File: src/rtl/loader_pkg.sv
// Shared types and constants for the program loader.
//   state_t : loader FSM states
//   err_t   : sticky error code reported on err_code
//   HDR_BYTES : bytes per header field / data word in the input stream
package loader_pkg;

   typedef enum logic [3:0] {
      IDLE,
      CLEAR,
      HDR_BASE,
      HDR_CNT,
      DATA,
      WRITE,
      RUN,
      HALT,
      ERR
   } state_t;

   typedef enum logic [1:0] {
      ERR_NONE    = 2'd0,
      ERR_ALIGN   = 2'd1,
      ERR_SIZE    = 2'd2,
      ERR_TIMEOUT = 2'd3
   } err_t;

   localparam int unsigned HDR_BYTES = 4;

endpackage

File: src/rtl/byte_packer.sv
// Packs a byte stream into little-endian 32-bit words (first byte -> bits [7:0]).
// Ports:
//   clk_i        clock, rising edge
//   rst_i        asynchronous, active-high reset
//   clear_i      restart at byte lane 0
//   byte_en_i    a byte is accepted this cycle
//   byte_i       the accepted byte
//   word_o       assembled word; valid in the cycle word_done_o is high
//   word_done_o  high on the 4th accepted byte of a word
module byte_packer
   import loader_pkg::*;
(
   input  logic        clk_i,
   input  logic        rst_i,
   input  logic        clear_i,
   input  logic        byte_en_i,
   input  logic [7:0]  byte_i,
   output logic [31:0] word_o,
   output logic        word_done_o
);

   localparam logic [1:0] LastLane = 2'(HDR_BYTES - 1);

   logic [1:0]  lane_q, lane_d;
   // Only the first three bytes need storage; the 4th comes straight from byte_i.
   logic [23:0] shift_q, shift_d;

   always_comb begin
      lane_d  = lane_q;
      shift_d = shift_q;
      if (clear_i) begin
         lane_d = '0;
      end else if (byte_en_i) begin
         lane_d  = lane_q + 2'd1;
         shift_d = {byte_i, shift_q[23:8]};
      end
   end

   assign word_o      = {byte_i, shift_q};
   assign word_done_o = byte_en_i && !clear_i && (lane_q == LastLane);

   always_ff @(posedge clk_i or posedge rst_i) begin
      if (rst_i) begin
         lane_q  <= '0;
         shift_q <= '0;
      end else begin
         lane_q  <= lane_d;
         shift_q <= shift_d;
      end
   end

endmodule

File: src/rtl/prog_loader.sv
// Initiator side of the miniRV memory-load port. Receives BASE, COUNT and COUNT data
// words as a little-endian byte stream, writes the words to core memory at BASE+4*k,
// releases the core from reset and counts run cycles until ebreak or timeout.
// Ports:
//   clk, reset                 clock / asynchronous active-high reset
//   start                      begin a session (only from IDLE, HALT or ERR)
//   in_valid, in_byte, in_ready  byte stream handshake
//   ebreak                     core reached ebreak
//   rom_wen, rom_addr, rom_wdata  core memory write port
//   core_reg_reset, core_mem_reset  core reset controls
//   busy, halted, err_code, run_cycles  status
module prog_loader
   import loader_pkg::*;
#(
   parameter int unsigned MAX_WORDS = 1024,
   parameter int unsigned TIMEOUT   = 1048576,
   parameter int unsigned CNT_W     = 32
) (
   input  logic             clk,
   input  logic             reset,
   input  logic             start,
   input  logic             in_valid,
   input  logic [7:0]       in_byte,
   output logic             in_ready,
   input  logic             ebreak,
   output logic             rom_wen,
   output logic [31:0]      rom_addr,
   output logic [31:0]      rom_wdata,
   output logic             core_reg_reset,
   output logic             core_mem_reset,
   output logic             busy,
   output logic             halted,
   output logic [1:0]       err_code,
   output logic [CNT_W-1:0] run_cycles
);

   state_t           state_q, state_d;
   logic [31:0]      base_q, base_d;
   logic [CNT_W-1:0] count_q, count_d;
   logic [CNT_W-1:0] k_q, k_d;
   logic [CNT_W-1:0] k_next;
   logic [CNT_W-1:0] run_q, run_d;
   err_t             err_q, err_d;
   logic [31:0]      addr_q, addr_d;
   logic [31:0]      wdata_q, wdata_d;

   logic             rom_wen_q, rom_wen_d;
   logic             reg_rst_q, reg_rst_d;
   logic             mem_rst_q, mem_rst_d;
   logic             busy_q, busy_d;
   logic             halted_q, halted_d;

   logic             byte_en;
   logic             pk_clear;
   logic [31:0]      pk_word;
   logic             pk_done;

   assign in_ready = (state_q == HDR_BASE) || (state_q == HDR_CNT) || (state_q == DATA);
   assign byte_en  = in_valid && in_ready;
   assign k_next   = k_q + CNT_W'(1);

   byte_packer u_packer (
      .clk_i       (clk),
      .rst_i       (reset),
      .clear_i     (pk_clear),
      .byte_en_i   (byte_en),
      .byte_i      (in_byte),
      .word_o      (pk_word),
      .word_done_o (pk_done)
   );

   always_comb begin
      state_d  = state_q;
      base_d   = base_q;
      count_d  = count_q;
      k_d      = k_q;
      run_d    = run_q;
      err_d    = err_q;
      addr_d   = addr_q;
      wdata_d  = wdata_q;
      pk_clear = 1'b0;

      unique case (state_q)
         IDLE, HALT, ERR: begin
            // Clear status on the way into CLEAR so it already reads as cleared there.
            if (start) begin
               state_d = CLEAR;
               k_d     = '0;
               run_d   = '0;
               err_d   = ERR_NONE;
            end
         end
         CLEAR: begin
            pk_clear = 1'b1;
            state_d  = HDR_BASE;
         end
         HDR_BASE: begin
            if (pk_done) begin
               base_d = pk_word;
               if (pk_word[1:0] != 2'b00) begin
                  err_d   = ERR_ALIGN;
                  state_d = ERR;
               end else begin
                  state_d = HDR_CNT;
               end
            end
         end
         HDR_CNT: begin
            if (pk_done) begin
               count_d = CNT_W'(pk_word);
               if (pk_word > 32'(MAX_WORDS)) begin
                  err_d   = ERR_SIZE;
                  state_d = ERR;
               end else if (pk_word == 32'd0) begin
                  state_d = RUN;
               end else begin
                  state_d = DATA;
               end
            end
         end
         DATA: begin
            if (pk_done) begin
               // Address wraps mod 2^32 by construction.
               addr_d  = base_q + (32'(k_q) << 2);
               wdata_d = pk_word;
               state_d = WRITE;
            end
         end
         WRITE: begin
            k_d     = k_next;
            state_d = (k_next == count_q) ? RUN : DATA;
         end
         RUN: begin
            // ebreak takes priority over the timeout and is not counted.
            if (ebreak) begin
               state_d = HALT;
            end else if (run_q == CNT_W'(TIMEOUT - 1)) begin
               err_d   = ERR_TIMEOUT;
               state_d = ERR;
            end else begin
               run_d = run_q + CNT_W'(1);
            end
         end
         default: state_d = IDLE;
      endcase
   end

   // Registered outputs are decoded from the next state so they line up with state_q.
   always_comb begin
      rom_wen_d = (state_d == WRITE);
      reg_rst_d = !((state_d == RUN) || (state_d == HALT));
      mem_rst_d = (state_d == CLEAR);
      busy_d    = (state_d == CLEAR) || (state_d == HDR_BASE) || (state_d == HDR_CNT) ||
                  (state_d == DATA) || (state_d == WRITE) || (state_d == RUN);
      halted_d  = (state_d == HALT);
   end

   always_ff @(posedge clk or posedge reset) begin
      if (reset) begin
         state_q   <= IDLE;
         base_q    <= '0;
         count_q   <= '0;
         k_q       <= '0;
         run_q     <= '0;
         err_q     <= ERR_NONE;
         addr_q    <= '0;
         wdata_q   <= '0;
         rom_wen_q <= 1'b0;
         reg_rst_q <= 1'b1;
         mem_rst_q <= 1'b0;
         busy_q    <= 1'b0;
         halted_q  <= 1'b0;
      end else begin
         state_q   <= state_d;
         base_q    <= base_d;
         count_q   <= count_d;
         k_q       <= k_d;
         run_q     <= run_d;
         err_q     <= err_d;
         addr_q    <= addr_d;
         wdata_q   <= wdata_d;
         rom_wen_q <= rom_wen_d;
         reg_rst_q <= reg_rst_d;
         mem_rst_q <= mem_rst_d;
         busy_q    <= busy_d;
         halted_q  <= halted_d;
      end
   end

   assign rom_wen        = rom_wen_q;
   assign rom_addr       = addr_q;
   assign rom_wdata      = wdata_q;
   assign core_reg_reset = reg_rst_q;
   assign core_mem_reset = mem_rst_q;
   assign busy           = busy_q;
   assign halted         = halted_q;
   assign err_code       = err_q;
   assign run_cycles     = run_q;

endmodule

File: config.mk
export PLATFORM = sky130hd
export DESIGN_NAME = prog_loader
export DESIGN_NICKNAME = d
export VERILOG_FILES = /design/src/rtl/loader_pkg.sv /design/src/rtl/byte_packer.sv /design/src/rtl/prog_loader.sv
export SDC_FILE = /design/constraint.sdc
export NUM_CORES = 1
export LEC_CHECK = 0
export ABC_AREA = 1
export CAP_MARGIN = 20
export CORE_MARGIN = 2
export CORE_UTILIZATION = 50
export DETAILED_ROUTE_END_ITERATION = 8
export PLACE_DENSITY = 0.71
export SYNTH_ARGS = -nofsm -noshare
export SYNTH_HDL_FRONTEND = slang
export SYNTH_SLANG_ARGS = --single-unit
File: constraint.sdc
create_clock -name clk -period 20 [get_ports clk]
set_input_delay 5 -clock clk [delete_from_list [all_inputs] [get_ports clk]]
set_output_delay 5 -clock clk [all_outputs]
set_load 0.05 [all_outputs]
==> impl_metrics.toml, run 1 <==
[routing]
antenna_left = 0
totalWireLength_um = 35600
wire_per_inst_um = 16.6
first_pass_iters = 6
vias = 11700
drt_iter0_markers = 872
drc = 0
post_drt_via_cell_ratio = 5.47

[power]
p_int_w = 0.000940
sw_frac_of_total_pct = 35.5
p_switching_w = 0.000518
peakVddDrop_mv = 0.0685
combPwrFrac_pct = 26.6
leakage_nw = 6.73
powerDensity_nw_per_um2 = 97.0
clkPwrFrac_pct = 32.2
pwr-share-seq_pct = 41.2

[cells_and_area]
mostFrequentLayoutCell = "nand2_1"
final_util_pct = 60.0
drive_gt1_share_pct = 5.53
final_nets = 1836
antenna_cells = 0
final_cell_mix = "nand2_1 (493), dfrtp_1 (228), o21ai_0 (194)"
layout-area-overhead-vs-synth_pct = 18.5
nFillCells = 2295

[clocking]
cts_resized = 0
clk_pin_slew_worst_paths_ns = 0.06
clk_latency_ns = 0.53
cts_root_buf = "clkbuf_16"
cts_buffer_depth = 3
cts_tree = "done"
cts_setup_buffers = 0
cts.hold.buffers_added = 0
cts_inserted_buffers = 26
cts_num_sinks = 229
htreeDepth = 1

[synthesis]
synth_top_family_by_area = "simple AND/OR/NAND/NOR gates"
synth_edf_count = 0
muxShareOfSynthArea_pct = 0
synth-simple-area-share_pct = 29.0
synthAdderAreaFrac_pct = 3.32
synth_xor_area_share_pct = 2.36
seq_area_frac_synth_pct = 45.2
ys_types = 50
syn_area_per_cell_um2 = 7.54
synth_nets = 1728
yosysWarnings = 0
syn_inst = 1682
synth_compound_area_share_pct = 13.0
synth-async-reset-ratio_pct = 100
syn-cell-area_um2 = 12700
yosys_register_bits = 229
synthFlopType = "dfrtp_1"

[sta]
max_freq_mhz = 139
finalSetupTns_ns = 0
finalCritPeriodShare_pct = 35.9
hold_violations = 0
worstMarginPinSlew_ns = 0.935
fin_crit_ns = 7.19
setup_viol = 0
slew_headroom_pct = 37.7
rsz0062_at_grt = "no"
skew_ns = 0.0131
final_max_slew_viol_count = 0

[run]
cap_violations = 0

[grt]
grt_max_degree = 122
grt_pass1_wl_um = 57100
grt_use_total_pct = 26.9
gr-total-overflow = 0
grt_pass1_vias = 11100
antenna_found_initial = 0

[min_path]
holdCritPathClass = "flip-flop to flip-flop"
whs_path_depth = 2
holdCritStartpoint = "rom_addr[30]$_DFFE_PP0P_"
holdPathEnd = "rom_addr[30]$_DFFE_PP0P_"

[critical_path]
arrival_ns = 2.19
r2r_cells = 12
worstSetupStartpointType = "flip-flop"
end_kind = "output port"
critical_path_class = "flip-flop to output port"
reg2reg_to = "rom_addr[20]$_DFFE_PP0P_"
critPathRequiredTime_ns = 15.00
r2r_start = "k_q[0]$_DFFE_PP0P_"
r2r_slack_ns = 16.97
worstPathMaxFanout = 5

[die]
die_x_um = 163
die_area_um2 = 26600
core_um2 = 25000
initial_core_util_pct = 50.6
ios = 117
rows = 58
chipHeight_um = 163

[placed_design]
gp_congestion = 0.913
dp_hpwl_um = 26000
portBuffers = 116

[status]
status = "complete, no violations"
## per-layer routing
layer / global-route usage, % / part of all wire (%) / wire length [µm]
met5: 0 / 0 / 0
met4: 9.09 / 3.2 / 1150
met1: 35.6 / 44 / 15600
met3: 4.72 / 5.9 / 2110
met2: 44.8 / 47 / 16700
## power by group through the flow
stage | logic, W | clock network (W) | registers [W]
final | 0.000387 | 0.000470 | 0.000601
after detailed placement | 0.000381 | 0 | 0.000606
after global routing | 0.000434 | 0.000496 | 0.000609
after floorplan | 0.000258 | 0 | 0.000605
after CTS | 0.000385 | 0.000477 | 0.000599
after global placement | 0.000379 | 0 | 0.000605
## kinds of logic (layout without fill, tap and decap cells)
logic type	count (synthesis)	in the layout
AND/OR/NAND/NOR	850	850
AO/OA/AOI/OAI	304	304
flip-flops	229	229
adder cells (fa/ha/maj)	33	33
buffers and inverters	235	361
XOR/XNOR	31	31
## cell usage after synthesis (all sizes together), types with 7 or more instances
cell type,number,area (µm²)
xnor2,11,96.3
nor4,8,56.3
clkbuf,35,131
nand4,25,156
nor3,26,140
o21ai,200,1010
o22ai,20,125
dfrtp,228,5710
o31ai,9,67.6
buf,8,42.5
nand2,502,1920
inv,191,717
xor2,18,158
o21a,7,52.6
ha,32,400
nand3b,10,75.1
a21oi,46,230
nor2,165,731
nand3,107,551
## stage by stage
stage	hold slack (ns)	area [µm²]	worst slack, ns	total power (W)	cells
final	0.473	15000	12.81	0.00146	2138
after global routing	0.503	15000	12.55	0.00154	2138
after CTS	0.480	15000	12.79	0.00146	2136
after detailed placement	0.465	14100	12.26	0.000988	2090
after global placement	0.464	14100	12.31	0.000984	2090
after floorplan	0.453	12700	8.73	0.000864	1682
## how the worst max path moves through the flow
stage                               startpoint                      end  cells past startpoint
after floorplan                          reset    base_q[0]$_DFFE_PP0P_                      1
after global placement                   reset   base_q[24]$_DFFE_PP0P_                      4
after detailed placement              in_valid           busy$_DFF_PP0_                     10
after CTS                             in_valid           busy$_DFF_PP0_                     10
after global routing                     reset  count_q[14]$_DFFE_PP0P_                      4
final                     state_q[2]$_DFF_PP0_                 in_ready                      5
## cell type report
cell class / count / area (µm²) / share of cell area, %
clock inverters: 9 / 75.1 / 0.500
repair buffers: 123 / 1250 / 8.34
inverters: 192 / 728 / 4.85
well taps: 330 / 413 / 2.75
flip-flops and latches: 229 / 5730 / 38.1
multi-input cells: 1218 / 6060 / 40.3
clock buffers: 37 / 763 / 5.08
## flip-flops by register name (all words and copies together) (netlist names), 4 cells and up
signal,count
rom_wdata,32
base_q,32
state_q,4
k_q,32
count_q,32
rom_addr,32
run_cycles,32
u_packer.shift_q,24
## worst max-delay path: stages (launching register included)
cell             delay (ns)
dfrtp_1                0.41
inv_1                  0.11
nor2_2                 0.14
nand2_1                0.09
nand2_2                0.09
clkdlybuf4s50_1        0.81
Power figures use the tool's default switching activity.
==> run 2, diff against run 1 <==
- PLACE_DENSITY: 0.71 -> 0.74
- clock period: 20 -> 6 ns (I/O delays scaled with it)
==> run 2 against run 1 <==
Against the previous run:
- sequential share of layout area fell by 0.086 points
- first-iteration DRC count rose by 2.2%
- register-to-register slack got worse by 14 ns
- critical endpoint unchanged
- largest power group unchanged
==> impl_metrics.toml, run 2 (synthesis gave the netlist of run 1 again) <==
[placed_design]
gp_congestion = 0.926
dp_hpwl_um = 25900
portBuffers = 116
post-place-ws_ns = 1.76
placed_area_um2 = 14200

[min_path]
holdCritPathClass = "flip-flop to flip-flop"
whs_path_depth = 2
holdCritStartpoint = "rom_addr[21]$_DFFE_PP0P_"
holdPathEnd = "rom_addr[21]$_DFFE_PP0P_"

[grt]
gr-total-overflow = 0
grt_pass1_wl_um = 57200
antenna_found_initial = 0
grt_use_total_pct = 26.8
grt_pass1_vias = 11300
grt_max_degree = 121

[critical_path]
end_kind = "output port"
worstSetupStartpointType = "flip-flop"
r2r_cells = 11
r2r_slack_ns = 2.90
r2r_start = "state_q[2]$_DFF_PP0_"
arrival_ns = 2.21
critical_path_class = "flip-flop to output port"
critPathRequiredTime_ns = 4.50
reg2reg_to = "rom_addr[30]$_DFFE_PP0P_"
worstPathMaxFanout = 5

[power]
peakVddDrop_mv = 0.300
powerDensity_nw_per_um2 = 324
leakage_nw = 6.74

[die]
die_area_um2 = 26600
die_x_um = 163
rows = 58
initial_core_util_pct = 50.6
core_um2 = 25000
chipHeight_um = 163
ios = 117

[sta]
max_freq_mhz = 270
hold_violations = 0
setup_viol = 0
slew_headroom_pct = 38.9
finalSetupTns_ns = 0
fin_crit_ns = 3.71
skew_ns = 0.0141
rsz0062_at_grt = "no"
worstMarginPinSlew_ns = 0.915
final_max_slew_viol_count = 0
finalCritPeriodShare_pct = 61.8
worst_slack_ns = 2.29

[cells_and_area]
nFillCells = 2242
layout-area-overhead-vs-synth_pct = 18.8
drive_gt1_share_pct = 5.47
antenna_cells = 0
final_nets = 1837
mostFrequentLayoutCell = "nand2_1"
seqCellArea_um2 = 5730
final_cell_area_um2 = 15100
multi_input_area_um2 = 6060
final_cell_mix = "nand2_1 (493), dfrtp_1 (228), o21ai_0 (194)"

[routing]
first_pass_iters = 5
totalWireLength_um = 35100
vias = 11700
antenna_left = 0
post_drt_via_cell_ratio = 5.46
drt_iter0_markers = 891
drc = 0
wire_per_inst_um = 16.4

[clocking]
cts_root_buf = "clkbuf_16"
cts_tree = "done"
cts.hold.buffers_added = 0
cts_inserted_buffers = 27
cts_setup_buffers = 0
clk_latency_ns = 0.55
htreeDepth = 1
cts_buffer_depth = 3
cts_num_sinks = 229
clk_pin_slew_worst_paths_ns = 0.06
cts_resized = 0

[run]
cap_violations = 0

[status]
status = "complete, no violations"
## run 2: cell count changes in the layout (fill, tap and decap cells not counted), sizes merged
cell,previous run,this run
clkinv,7,6
inv,191,192
clkbuf,37,38
## run 2: worst max-delay path, stage by stage (launching register included)
cell	delay, ns
dfrtp_1	0.41
inv_1	0.11
nor2_2	0.14
nand2_1	0.10
nand2_2	0.09
clkdlybuf4s50_1	0.81
## run 2: area by class of cell
class	count	area share, %
sequential	229	38.1
inverter	192	4.81
clock buffer	38	5.03
timing repair buffer	123	8.49
tap	330	2.74
multi-input combinational	1218	40.2
clock inverter	9	0.623
## run 2: report_power, final
group / total, W / switching (W) / internal, W
clock network: 0.00158 / 0.000655 / 0.000924
registers: 0.00201 / 0.000206 / 0.00180
logic: 0.00129 / 0.000883 / 0.000411
total: 0.00488 / 0.00174 / 0.00314
## run 2: worst max-delay path by stage
stage                               endpoint                  from  slack (ns)
floorplan              base_q[0]$_DFFE_PP0P_                 reset        1.51
global placement    rom_addr[26]$_DFFE_PP0P_              in_valid        1.85
detailed placement  rom_addr[24]$_DFFE_PP0P_              in_valid        1.76
CTS                                 in_ready  state_q[2]$_DFF_PP0_        2.28
global route        rom_addr[24]$_DFFE_PP0P_              in_valid        2.00
finish                              in_ready  state_q[2]$_DFF_PP0_        2.29
## run 2: routing by layer
metal | GRT usage, % | up-vias | share of wire, %
met2 | 45.5 | 365 | 47
li1 | - | 5722 | -
met3 | 4.29 | 72 | 6.0
met1 | 35.1 | 5518 | 43
met4 | 9.05 | 0 | 3.4
met5 | 0 | - | 0
## run 2: stage by stage
stage | cells | hold WS, ns | power [W] | util (%)
3_3_place_gp | 2090 | 0.465 | 0.00328 | 56.5
6_report | 2139 | 0.480 | 0.00488 | 60.1
2_1_floorplan | 1682 | 0.453 | 0.00288 | -
4_1_cts | 2138 | 0.482 | 0.00490 | 60.0
5_1_grt | 2139 | 0.506 | 0.00518 | 60.1
3_5_place_dp | 2091 | 0.467 | 0.00330 | 56.6
